[src/rtl/slice_adder_pkg.sv]
// Shared types and derived constants for the slice adder controller.
// Holds the FSM state encoding and the slice-count/index-width helpers.
package slice_adder_pkg;

  localparam int DEF_WIDTH   = 64;
  localparam int DEF_SLICE   = 8;
  localparam int DEF_TIMEOUT = 15;

  typedef enum logic [1:0] {
    IDLE  = 2'd0,
    ISSUE = 2'd1,
    WAIT  = 2'd2,
    DONE  = 2'd3
  } state_t;

  function automatic int nslices(input int width, input int slice);
    return width / slice;
  endfunction

  function automatic int idx_width(input int n);
    return (n > 1) ? $clog2(n) : 1;
  endfunction

endpackage

[src/rtl/slice_operand_shifter.sv]
// Operand/result shift registers: presents the current slice at bits [SLICE-1:0], shifts on each completed slice.
// Latency: one cycle per shift; no backpressure, controlled entirely by load/shift strobes.
module slice_operand_shifter #(
  parameter int WIDTH = 64,
  parameter int SLICE = 8
) (
  input  logic             clock,
  input  logic             reset,
  input  logic             load,
  input  logic             shift,
  input  logic [WIDTH-1:0] ld_a,
  input  logic [WIDTH-1:0] ld_b,
  input  logic [SLICE-1:0] sum_in,
  output logic [SLICE-1:0] a_lo,
  output logic [SLICE-1:0] b_lo,
  output logic [WIDTH-1:0] result
);

  logic [WIDTH-1:0] a_reg;
  logic [WIDTH-1:0] b_reg;
  logic [WIDTH-1:0] sum_ext;

  assign sum_ext = WIDTH'(sum_in);

  always_ff @(posedge clock) begin
    if (reset) begin
      a_reg  <= '0;
      b_reg  <= '0;
      result <= '0;
    end else if (load) begin
      a_reg  <= ld_a;
      b_reg  <= ld_b;
      result <= '0;
    end else if (shift) begin
      a_reg  <= a_reg >> SLICE;
      b_reg  <= b_reg >> SLICE;
      // New slice enters at the top; after NSLICES shifts the LS slice is at the bottom.
      result <= (result >> SLICE) | (sum_ext << (WIDTH - SLICE));
    end
  end

  assign a_lo = a_reg[SLICE-1:0];
  assign b_lo = b_reg[SLICE-1:0];

endmodule

[src/rtl/slice_adder_controller.sv]
// Issues a WIDTH-bit add/sub slice by slice to one SLICE-bit adder; result after NSLICES*(1+L)+1 cycles.
// One request in flight; req_ready low until the response is consumed. Optional SLICE_TIMEOUT_EN aborts stalled slices.
module slice_adder_controller
  import slice_adder_pkg::*;
#(
  parameter int WIDTH   = DEF_WIDTH,
  parameter int SLICE   = DEF_SLICE,
  parameter int TIMEOUT = DEF_TIMEOUT
) (
  input  logic             clock,
  input  logic             reset,
  input  logic             req_valid,
  output logic             req_ready,
  input  logic [WIDTH-1:0] op_a,
  input  logic [WIDTH-1:0] op_b,
  input  logic             op_sub,
  output logic             resp_valid,
  input  logic             resp_ready,
  output logic [WIDTH-1:0] resp_sum,
  output logic             resp_cout,
  output logic             resp_ovf,
  output logic             resp_err,
  output logic [SLICE-1:0] slc_a,
  output logic [SLICE-1:0] slc_b,
  output logic             slc_cin,
  output logic             slc_start,
  input  logic [SLICE-1:0] slc_sum,
  input  logic             slc_cout,
  input  logic             slc_complete
);

  localparam int NSLICES = nslices(WIDTH, SLICE);
  localparam int IW      = idx_width(NSLICES);
  localparam logic [IW-1:0] LAST_IDX = IW'(NSLICES - 1);

  if ((WIDTH % SLICE) != 0 || TIMEOUT < 1) begin : g_cfg_err
    $error("slice_adder_controller: WIDTH must be a multiple of SLICE and TIMEOUT >= 1");
  end

  state_t          state, state_nx;
  logic [IW-1:0]   idx;
  logic            carry;
  logic            sub_q;
  logic            a_msb;
  logic            beff_msb;
  logic            load;
  logic            shift;
  logic            timeout;
  logic            err_q;
  logic [SLICE-1:0] a_lo;
  logic [SLICE-1:0] b_lo;
  logic [WIDTH-1:0] result;

  slice_operand_shifter #(
    .WIDTH (WIDTH),
    .SLICE (SLICE)
  ) u_shifter (
    .clock  (clock),
    .reset  (reset),
    .load   (load),
    .shift  (shift),
    .ld_a   (op_a),
    .ld_b   (op_b),
    .sum_in (slc_sum),
    .a_lo   (a_lo),
    .b_lo   (b_lo),
    .result (result)
  );

`ifdef SLICE_TIMEOUT_EN
  localparam int CW = $clog2(TIMEOUT + 1);
  logic [CW-1:0] wait_cnt;

  assign timeout = (state == WAIT) && !slc_complete && (wait_cnt == CW'(TIMEOUT - 1));

  always_ff @(posedge clock) begin
    if (reset) begin
      wait_cnt <= '0;
      err_q    <= 1'b0;
    end else begin
      if (state == ISSUE)
        wait_cnt <= '0;
      else if (state == WAIT)
        wait_cnt <= wait_cnt + 1'b1;
      if (timeout)
        err_q <= 1'b1;
      else if (state == DONE && resp_ready)
        err_q <= 1'b0;
    end
  end
`else
  assign timeout = 1'b0;
  assign err_q   = 1'b0;
`endif

  always_ff @(posedge clock) begin
    if (reset)
      state <= IDLE;
    else
      state <= state_nx;
  end

  always_comb begin
    state_nx   = state;
    load       = 1'b0;
    shift      = 1'b0;
    req_ready  = 1'b0;
    resp_valid = 1'b0;
    slc_start  = 1'b0;
    case (state)
      IDLE: begin
        req_ready = 1'b1;
        if (req_valid) begin
          load     = 1'b1;
          state_nx = ISSUE;
        end
      end
      ISSUE: begin
        slc_start = 1'b1;
        state_nx  = WAIT;
      end
      WAIT: begin
        if (slc_complete) begin
          shift    = 1'b1;
          state_nx = (idx == LAST_IDX) ? DONE : ISSUE;
        end else if (timeout) begin
          state_nx = DONE;
        end
      end
      DONE: begin
        resp_valid = 1'b1;
        if (resp_ready)
          state_nx = IDLE;
      end
      default: state_nx = IDLE;
    endcase
  end

  // Carry chain and the MSBs needed for signed overflow once the operands have shifted out.
  always_ff @(posedge clock) begin
    if (reset) begin
      idx      <= '0;
      carry    <= 1'b0;
      sub_q    <= 1'b0;
      a_msb    <= 1'b0;
      beff_msb <= 1'b0;
    end else if (load) begin
      idx      <= '0;
      carry    <= op_sub;
      sub_q    <= op_sub;
      a_msb    <= op_a[WIDTH-1];
      beff_msb <= op_b[WIDTH-1] ^ op_sub;
    end else if (shift) begin
      carry <= slc_cout;
      if (idx != LAST_IDX)
        idx <= idx + 1'b1;
    end
  end

  assign slc_a     = a_lo;
  assign slc_b     = b_lo ^ {SLICE{sub_q}};
  assign slc_cin   = carry;
  assign resp_sum  = err_q ? '0 : result;
  assign resp_cout = carry & ~err_q;
  assign resp_ovf  = ~err_q & (a_msb == beff_msb) & (result[WIDTH-1] != a_msb);
  assign resp_err  = err_q;

endmodule

[config.mk]
export PLATFORM = sky130hd
export DESIGN_NAME = slice_adder_controller
export DESIGN_NICKNAME = d
export VERILOG_FILES = /design/src/rtl/slice_adder_pkg.sv /design/src/rtl/slice_operand_shifter.sv /design/src/rtl/slice_adder_controller.sv
export SDC_FILE = /design/constraint.sdc
export NUM_CORES = 1
export LEC_CHECK = 0
export ABC_AREA = 1
export CAP_MARGIN = 20
export CORE_ASPECT_RATIO = 1.5
export CORE_MARGIN = 2
export CORE_UTILIZATION = 45
export CTS_BUF_LIST = sky130_fd_sc_hd__clkbuf_4
export CTS_CLUSTER_SIZE = 30
export DETAILED_ROUTE_END_ITERATION = 10
export PLACE_DENSITY = 0.84
export SYNTH_ARGS = -nofsm -noshare
export SYNTH_HDL_FRONTEND = slang
export SYNTH_HIERARCHICAL = 1
export SYNTH_SLANG_ARGS = --single-unit
[constraint.sdc]
create_clock -name clock -period 1.8 [get_ports clock]
set_input_delay 0.36 -clock clock [delete_from_list [all_inputs] [get_ports clock]]
set_output_delay 0.36 -clock clock [all_outputs]
set_load 0.02 [all_outputs]
======== Word-level counts from Yosys, hierarchy flattened ========
Index checks and enable logic that the tools add are counted.
Widths: inputs -> output; s select.
storage, ports and cells
  register bits after elaboration ......... 201
  input port bits ......................... 143
  output and inout port bits .............. 87
  logic and storage cells ................. 47
operators by class
  add/sub/neg operators ................... 1
  equal/unequal tests ..................... 10
  mux-type cells .......................... 18
  bitwise gates (word level) .............. 4
  reduce and logical (&&, ||, !) cells .... 5
operators with widths
  cell                 number
  $mux 64              4
  $or 56x64->64        1
  $mux 1               9
  $mux 2               4
  $pmux 2 s4           1
  $xor 8x8->8          1
  $ne 2x2->1 const B   3
  $eq 2x2->1 const B   2
  $add 3x1->3 const B  1
  $eq 3x3->1 const B   1
  $ne 3x3->1 const B   1
  $reduce_and 3->1     1
  $eq 2x1->1 const B   1
  $logic_not 2->1      1
  $reduce_and 2->1     1
  $reduce_bool 2->1    1
  $reduce_or 2->1      1
  $and 1x1->1          1
  $eq 1x1->1           1
  $ne 1x1->1           1
  $xor 1x1->1          1

======== Longest topological paths before layout ========
Gate-level depths: netlist (run 1).
  depth after elaboration ................. 4
  mapped depth ............................ 11

======== Modules after synthesis ========
The synthesis (run 1) kept the hierarchy.
by module, submodules not included
  module                  instances  cells an instance  area an instance (µm²)  sequential area each (µm²)
  slice_operand_shifter   1          1,250              8,330.5                 3,843.7
  slice_adder_controller  1          88                 619.3                   180.2

======== Worst setup path before layout (run 1) ========
Ideal clock, no wire load.
  path type ............................... register to register
  from .................................... register state[1]
  to ...................................... register u_shifter.a_reg[0]
  library setup time ...................... 0.110 ns
  arrival ................................. 1.475 ns
  slack ................................... 0.215 ns
  stages on the path, launching flop included .. 11
  path buffers ............................ 2
  clock period less this slack ............ 1.585 ns
  cells stage by stage .................... dfxtp_1 > nor2_2 > nand2_4 > clkinv_2 > inv_2 > buf_2 > buf_2 > nand3_1 > nand3_1 > nand2_1 > inv_1
on the way
  word-level cells in the longest chain between the ends .. 3
ends and longest elaborated chain
  item                                          line                           text
  start, declared                               slice_adder_controller.sv:40   state_t state, state_nx;
  start signal, assigned                        slice_adder_controller.sv:100  state <= state_nx;
  $logic_not 2->1 *                             slice_adder_controller.sv:110  case (state)
  $mux 1 *                                      slice_adder_controller.sv:110
  net load                                      slice_adder_controller.sv:46   logic load;
  $mux 64 or $reduce_bool 2->1 (tied branches)  -
  end signal, assigned                          slice_operand_shifter.sv:31    a_reg <= ld_a;
  end signal, assigned                          slice_operand_shifter.sv:35    a_reg <= a_reg >> SLICE;
  end, declared                                 slice_operand_shifter.sv:19    logic [WIDTH-1:0] a_reg;
The timed path passes the listed nets; every way through them passes the cells marked *.
A chain may end at the register's enable or synchronous reset.

======== Worst setup path in the final report (run 1) ========
  from .................................... register sub_q
  to ...................................... output port slc_b[4]
on the way
  word-level cells in the longest chain between the ends .. 1
ends and longest elaborated chain
  item                    line                           text
  start, declared         slice_adder_controller.sv:43   logic sub_q;
  start signal, assigned  slice_adder_controller.sv:150  sub_q <= op_sub;
  $xor 8x8->8             slice_adder_controller.sv:161  assign slc_b = b_lo ^ {SLICE{sub_q}};
  end, declared           slice_adder_controller.sv:24   output logic [SLICE-1:0] slc_b,
No other way between the ends.

==> flow_summary.html, run 1 <==
<table>
<tr><th>Metric</th><th>Value</th></tr>
<tr><th colspan="2">Status</th></tr>
<tr><td>Status</td><td>complete, but fails checks</td></tr>
<tr><td>Violations in the final reports</td><td>negative setup slack</td></tr>
<tr><th colspan="2">Critical path</th></tr>
<tr><td>Worst reg2reg setup slack</td><td>230 ps</td></tr>
<tr><td>Endpoint type of the worst setup path</td><td>primary output</td></tr>
<tr><td>Critical path launch point type</td><td>flip-flop</td></tr>
<tr><td>Largest fanout of any net on the critical path</td><td>7</td></tr>
<tr><td>Depth of the most critical reg-to-reg path</td><td>7</td></tr>
<tr><td>Reg-to-Reg End</td><td>u_shifter/a_reg[61]</td></tr>
<tr><td>Setup CP Type</td><td>reg2out</td></tr>
<tr><td>CP Launch Point</td><td>sub_q</td></tr>
<tr><td>Data arrival at the endpoint of the critical path</td><td>1460 ps</td></tr>
<tr><td>Required time worst endpoint</td><td>1440 ps</td></tr>
<tr><td>Source of the worst register-to-register timing path</td><td>state[1]</td></tr>
<tr><th colspan="2">Synthesis</th></tr>
<tr><td>Flop and latch count out of synthesis</td><td>201</td></tr>
<tr><td>Adder-Cell Fraction of Synth Area</td><td>0.002796</td></tr>
<tr><td>Xor/xnor cell area share of the yosys netlist</td><td>0.008807</td></tr>
<tr><td>Post-Syn Nets</td><td>1483</td></tr>
<tr><td>Post-synthesis sequential area ratio</td><td>0.4496</td></tr>
<tr><td>Combinational family with the most area after synthesis</td><td>simple AND/OR/NAND/NOR gates</td></tr>
<tr><td>Share of synthesized area spent on multiplexers</td><td>0</td></tr>
<tr><td>Most area-hungry cell type in the Yosys netlist</td><td>dfxtp_1</td></tr>
<tr><td>Proportion of netlist area held by the largest area contributor</td><td>0.4496</td></tr>
<tr><td>Mean instance size in the synthesized netlist</td><td>6.689 µm²</td></tr>
<tr><td>Post-synth design cell area</td><td>8950 µm²</td></tr>
<tr><td>Number of unique standard cell types used by synthesis</td><td>26</td></tr>
<tr><td>Synthesized-area fraction occupied by and/or/nand/nor cells</td><td>0.3294</td></tr>
<tr><td>Count of warnings emitted by yosys</td><td>6</td></tr>
<tr><td>Cells taking the most area after synthesis</td><td>dfxtp_1 (45%), nand2_1 (24%), nand3_1 (7.4%), a21oi_1 (7.3%), inv_1 (5.7%)</td></tr>
<tr><td>Complex-gate fraction of the synthesized area</td><td>0.08528</td></tr>
<tr><td>Synth Instances</td><td>1338</td></tr>
<tr><th colspan="2">Hold path</th></tr>
<tr><td>Hold path depth</td><td>4</td></tr>
<tr><td>Min-Delay Path Class</td><td>in2reg</td></tr>
<tr><td>Launch instance of the worst min-delay path</td><td>reset</td></tr>
<tr><td>Hold path endpoint</td><td>state[0]</td></tr>
<tr><th colspan="2">Timing</th></tr>
<tr><td>Final number of setup-violating endpoints</td><td>2</td></tr>
<tr><td>Max-Slew Margin vs Limit</td><td>0.5350</td></tr>
<tr><td>Minimum hold slack</td><td>177.0 ps</td></tr>
<tr><td>Fmax achieved</td><td>0.5506 GHz</td></tr>
<tr><td>Fin. Hold Viols</td><td>0</td></tr>
<tr><td>Crit path setup slack, layout</td><td>-16.36 ps</td></tr>
<tr><td>Fin crit period</td><td>1816 ps</td></tr>
<tr><td>Final cycle utilization of the critical path</td><td>1.009</td></tr>
<tr><td>Final number of max-transition violations</td><td>0</td></tr>
<tr><td>RSZ-0062 raised after global routing</td><td>true</td></tr>
<tr><td>Final worst clock skew</td><td>30.10 ps</td></tr>
<tr><td>Transition time at the pin with the least slew margin</td><td>697.5 ps</td></tr>
<tr><th colspan="2">Pwr</th></tr>
<tr><td>Total power per unit cell area</td><td>900.1 nW/µm²</td></tr>
<tr><td>Leakage power summed over all cells</td><td>5.951 nW</td></tr>
<tr><td>Total design power</td><td>0.01095 W</td></tr>
<tr><td>Worst vdd rail ir drop</td><td>0.0005865 V</td></tr>
<tr><th colspan="2">Finish</th></tr>
<tr><td>Commonest non-fill, non-tap cell in the layout</td><td>nand2_1</td></tr>
<tr><td>Fraction of layout cells with a size suffix above 1</td><td>0.1011</td></tr>
<tr><td>Area delta synth-&gt;final</td><td>35.90%</td></tr>
<tr><td>Post-layout instance count excluding filler cells</td><td>1853</td></tr>
<tr><td>Net count, final</td><td>1700</td></tr>
<tr><td>Commonest cells after routing, fill and taps aside</td><td>nand2_1 (574), dfxtp_1 (196), clkdlybuf4s50_1 (141), inv_1 (133), nand3_1 (132)</td></tr>
<tr><th colspan="2">Die</th></tr>
<tr><td>Die X-Extent</td><td>119.1 µm</td></tr>
<tr><td>Starting utilization of the core area</td><td>0.4560</td></tr>
<tr><td>Die H</td><td>176.7 µm</td></tr>
<tr><td>Total die area</td><td>21060 µm²</td></tr>
<tr><td>CORE AREA</td><td>19630 µm²</td></tr>
<tr><td>Number of primary I/O pins</td><td>230</td></tr>
<tr><td>Cell Rows</td><td>63</td></tr>
<tr><th colspan="2">Global route</th></tr>
<tr><td>Global-route usage over all layers</td><td>0.2260</td></tr>
<tr><td>Number of antenna violations at the first check in global routing</td><td>1</td></tr>
<tr><td>Via count of the first global-routing pass</td><td>8589</td></tr>
<tr><td>Sum of overflow across all layers after global routing</td><td>0</td></tr>
<tr><td>Wire length of the first global-routing pass</td><td>39570 µm</td></tr>
<tr><td>Largest net degree at the start of global routing</td><td>66</td></tr>
<tr><th colspan="2">Placement</th></tr>
<tr><td>Port Buffers</td><td>228</td></tr>
<tr><td>Final GP Congestion</td><td>0.8186</td></tr>
<tr><td>Number of placed cells counting well taps</td><td>1766</td></tr>
<tr><td>Post-detailed-placement half-perimeter wirelength</td><td>16990 µm</td></tr>
<tr><th colspan="2">Routing</th></tr>
<tr><td>First-pass detailed-route iteration total</td><td>5</td></tr>
<tr><td>Post-route antenna net violation count</td><td>0</td></tr>
<tr><td>Vias</td><td>9010</td></tr>
<tr><td>Number of remaining DRC errors</td><td>0</td></tr>
<tr><td>Initial drt markers</td><td>727</td></tr>
<tr><td>Wirelength, routed</td><td>24250 µm</td></tr>
<tr><td>Via count normalized by instance count</td><td>4.862</td></tr>
<tr><td>Average routed wire per standard cell</td><td>13.08 µm</td></tr>
<tr><th colspan="2">Clock tree</th></tr>
<tr><td>Number of hold buffers added after cts</td><td>0</td></tr>
<tr><td>Clock tree root buffer cell</td><td>clkbuf_4</td></tr>
<tr><td>Clock buffer count from CTS</td><td>47</td></tr>
<tr><td>Clock net sink count</td><td>201</td></tr>
<tr><td>Clock tree buffer depth</td><td>3</td></tr>
<tr><td>Reg clk slew, reported paths</td><td>80 ps</td></tr>
<tr><td>Clock latency at the later pin of the worst-skew pair</td><td>630 ps</td></tr>
<tr><td>TritonCTS clock tree</td><td>built</td></tr>
<tr><td>H-tree levels</td><td>2</td></tr>
<tr><td>Total setup buffers inserted after CTS</td><td>0</td></tr>
<tr><th colspan="2">Flow run</th></tr>
<tr><td>Maxcap violations</td><td>0</td></tr>
</table>
## worst max-delay path: stages (launching register included)
cell	delay (ps)
dfxtp_4	360
buf_12	150
xor2_2	190
buf_6	140
## metrics by stage
step | setup TNS, ps | utilization | worst slack (ps) | area (µm²)
3_3_place_gp | -2026 | 0.5890 | -72.26 | 11560
2_1_floorplan | 0 | - | 214.8 | 8950
5_1_grt | -612.4 | 0.6197 | -94.32 | 12160
6_report | -18.00 | 0.6197 | -16.36 | 12160
4_1_cts | -371.2 | 0.6166 | -102.4 | 12100
3_5_place_dp | -4262 | 0.5890 | -112.0 | 11560
## synth_stat cells
| master | instances |
|---|---|
| o21a_1 | 1 |
| buf_2 | 45 |
| xor2_1 | 9 |
| conb_1 | 1 |
| nand3_1 | 132 |
| nor2_2 | 5 |
| dfxtp_1 | 201 |
| clkbuf_1 | 15 |
| clkbuf_2 | 1 |
| nand3b_1 | 1 |
| nand4_1 | 1 |
| buf_1 | 10 |
| nand2_4 | 2 |
| o21ai_0 | 19 |
| o21ai_1 | 1 |
| nand3_2 | 2 |
| nor2_1 | 9 |
| clkinv_4 | 1 |
| a21oi_1 | 131 |
| inv_1 | 135 |
| clkinv_2 | 1 |
| nand2_1 | 574 |
| buf_4 | 32 |
| nor2_4 | 1 |
| inv_2 | 6 |
| ha_1 | 2 |
## how the worst max path moves through the flow
stage,endpoint,slack (ps),depth (start not counted)
after global placement,u_shifter/b_reg[59],-70,7
after floorplan,u_shifter/a_reg[0],210,10
after global routing,slc_b[1],-90,3
after CTS,slc_b[4],-100,3
after detailed placement,u_shifter/a_reg[61],-110,7
final,slc_b[4],-20,3
## power breakdown
part | switching [W] | internal, W | total (W) | leakage [nW]
logic | 0.00121 | 0.000965 | 0.00217 | 3.93
registers | 0.000180 | 0.00476 | 0.00494 | 1.65
clock network | 0.00178 | 0.00205 | 0.00383 | 0.370
total | 0.00317 | 0.00778 | 0.0109 | 5.95
## repair_timing
item / 4_1_cts / 5_1_grt
pin swaps: 0 / 1
resized for setup: 140 / 26
cloned: 0 / 0
setup endpoints to repair: 86 / 20
## per-layer routing
layer / global-route usage / vias up / routed length [µm]
met1: 0.2612 / 4073 / 9524
li1: - / 4560 / -
met5: 0 / - / 0
met3: 0.03802 / 56 / 1442
met2: 0.4052 / 321 / 12470
met4: 0.1047 / 0 / 807
## area by class of cell
cell class              count  area (µm²)
diodes                      1       2.502
clock buffers              69       518.0
clock inverters            17       121.4
fillers                  1740        7465
inverters                 143       550.5
multi-input cells         891        3861
flip-flops and latches    201        4038
well taps                 260       325.3
repair buffers            271        2746
## kinds of logic (layout without fill, tap and decap cells)
kind of cell	after synthesis	count (layout)
simple gates	727	727
buf+inv	246	500
flops	201	201
compound gates	152	152
xor+xnor	9	9
fa+ha+maj	2	2
other cells	1	2
Power figures use the tool's default switching activity.
==> run 2, diff against run 1 <==
Settings changed: HOLD_SLACK_MARGIN from default to 0.02.
==> results of run 2 <==
No change in the layout: final DEF, timing and power equal those of run 1.
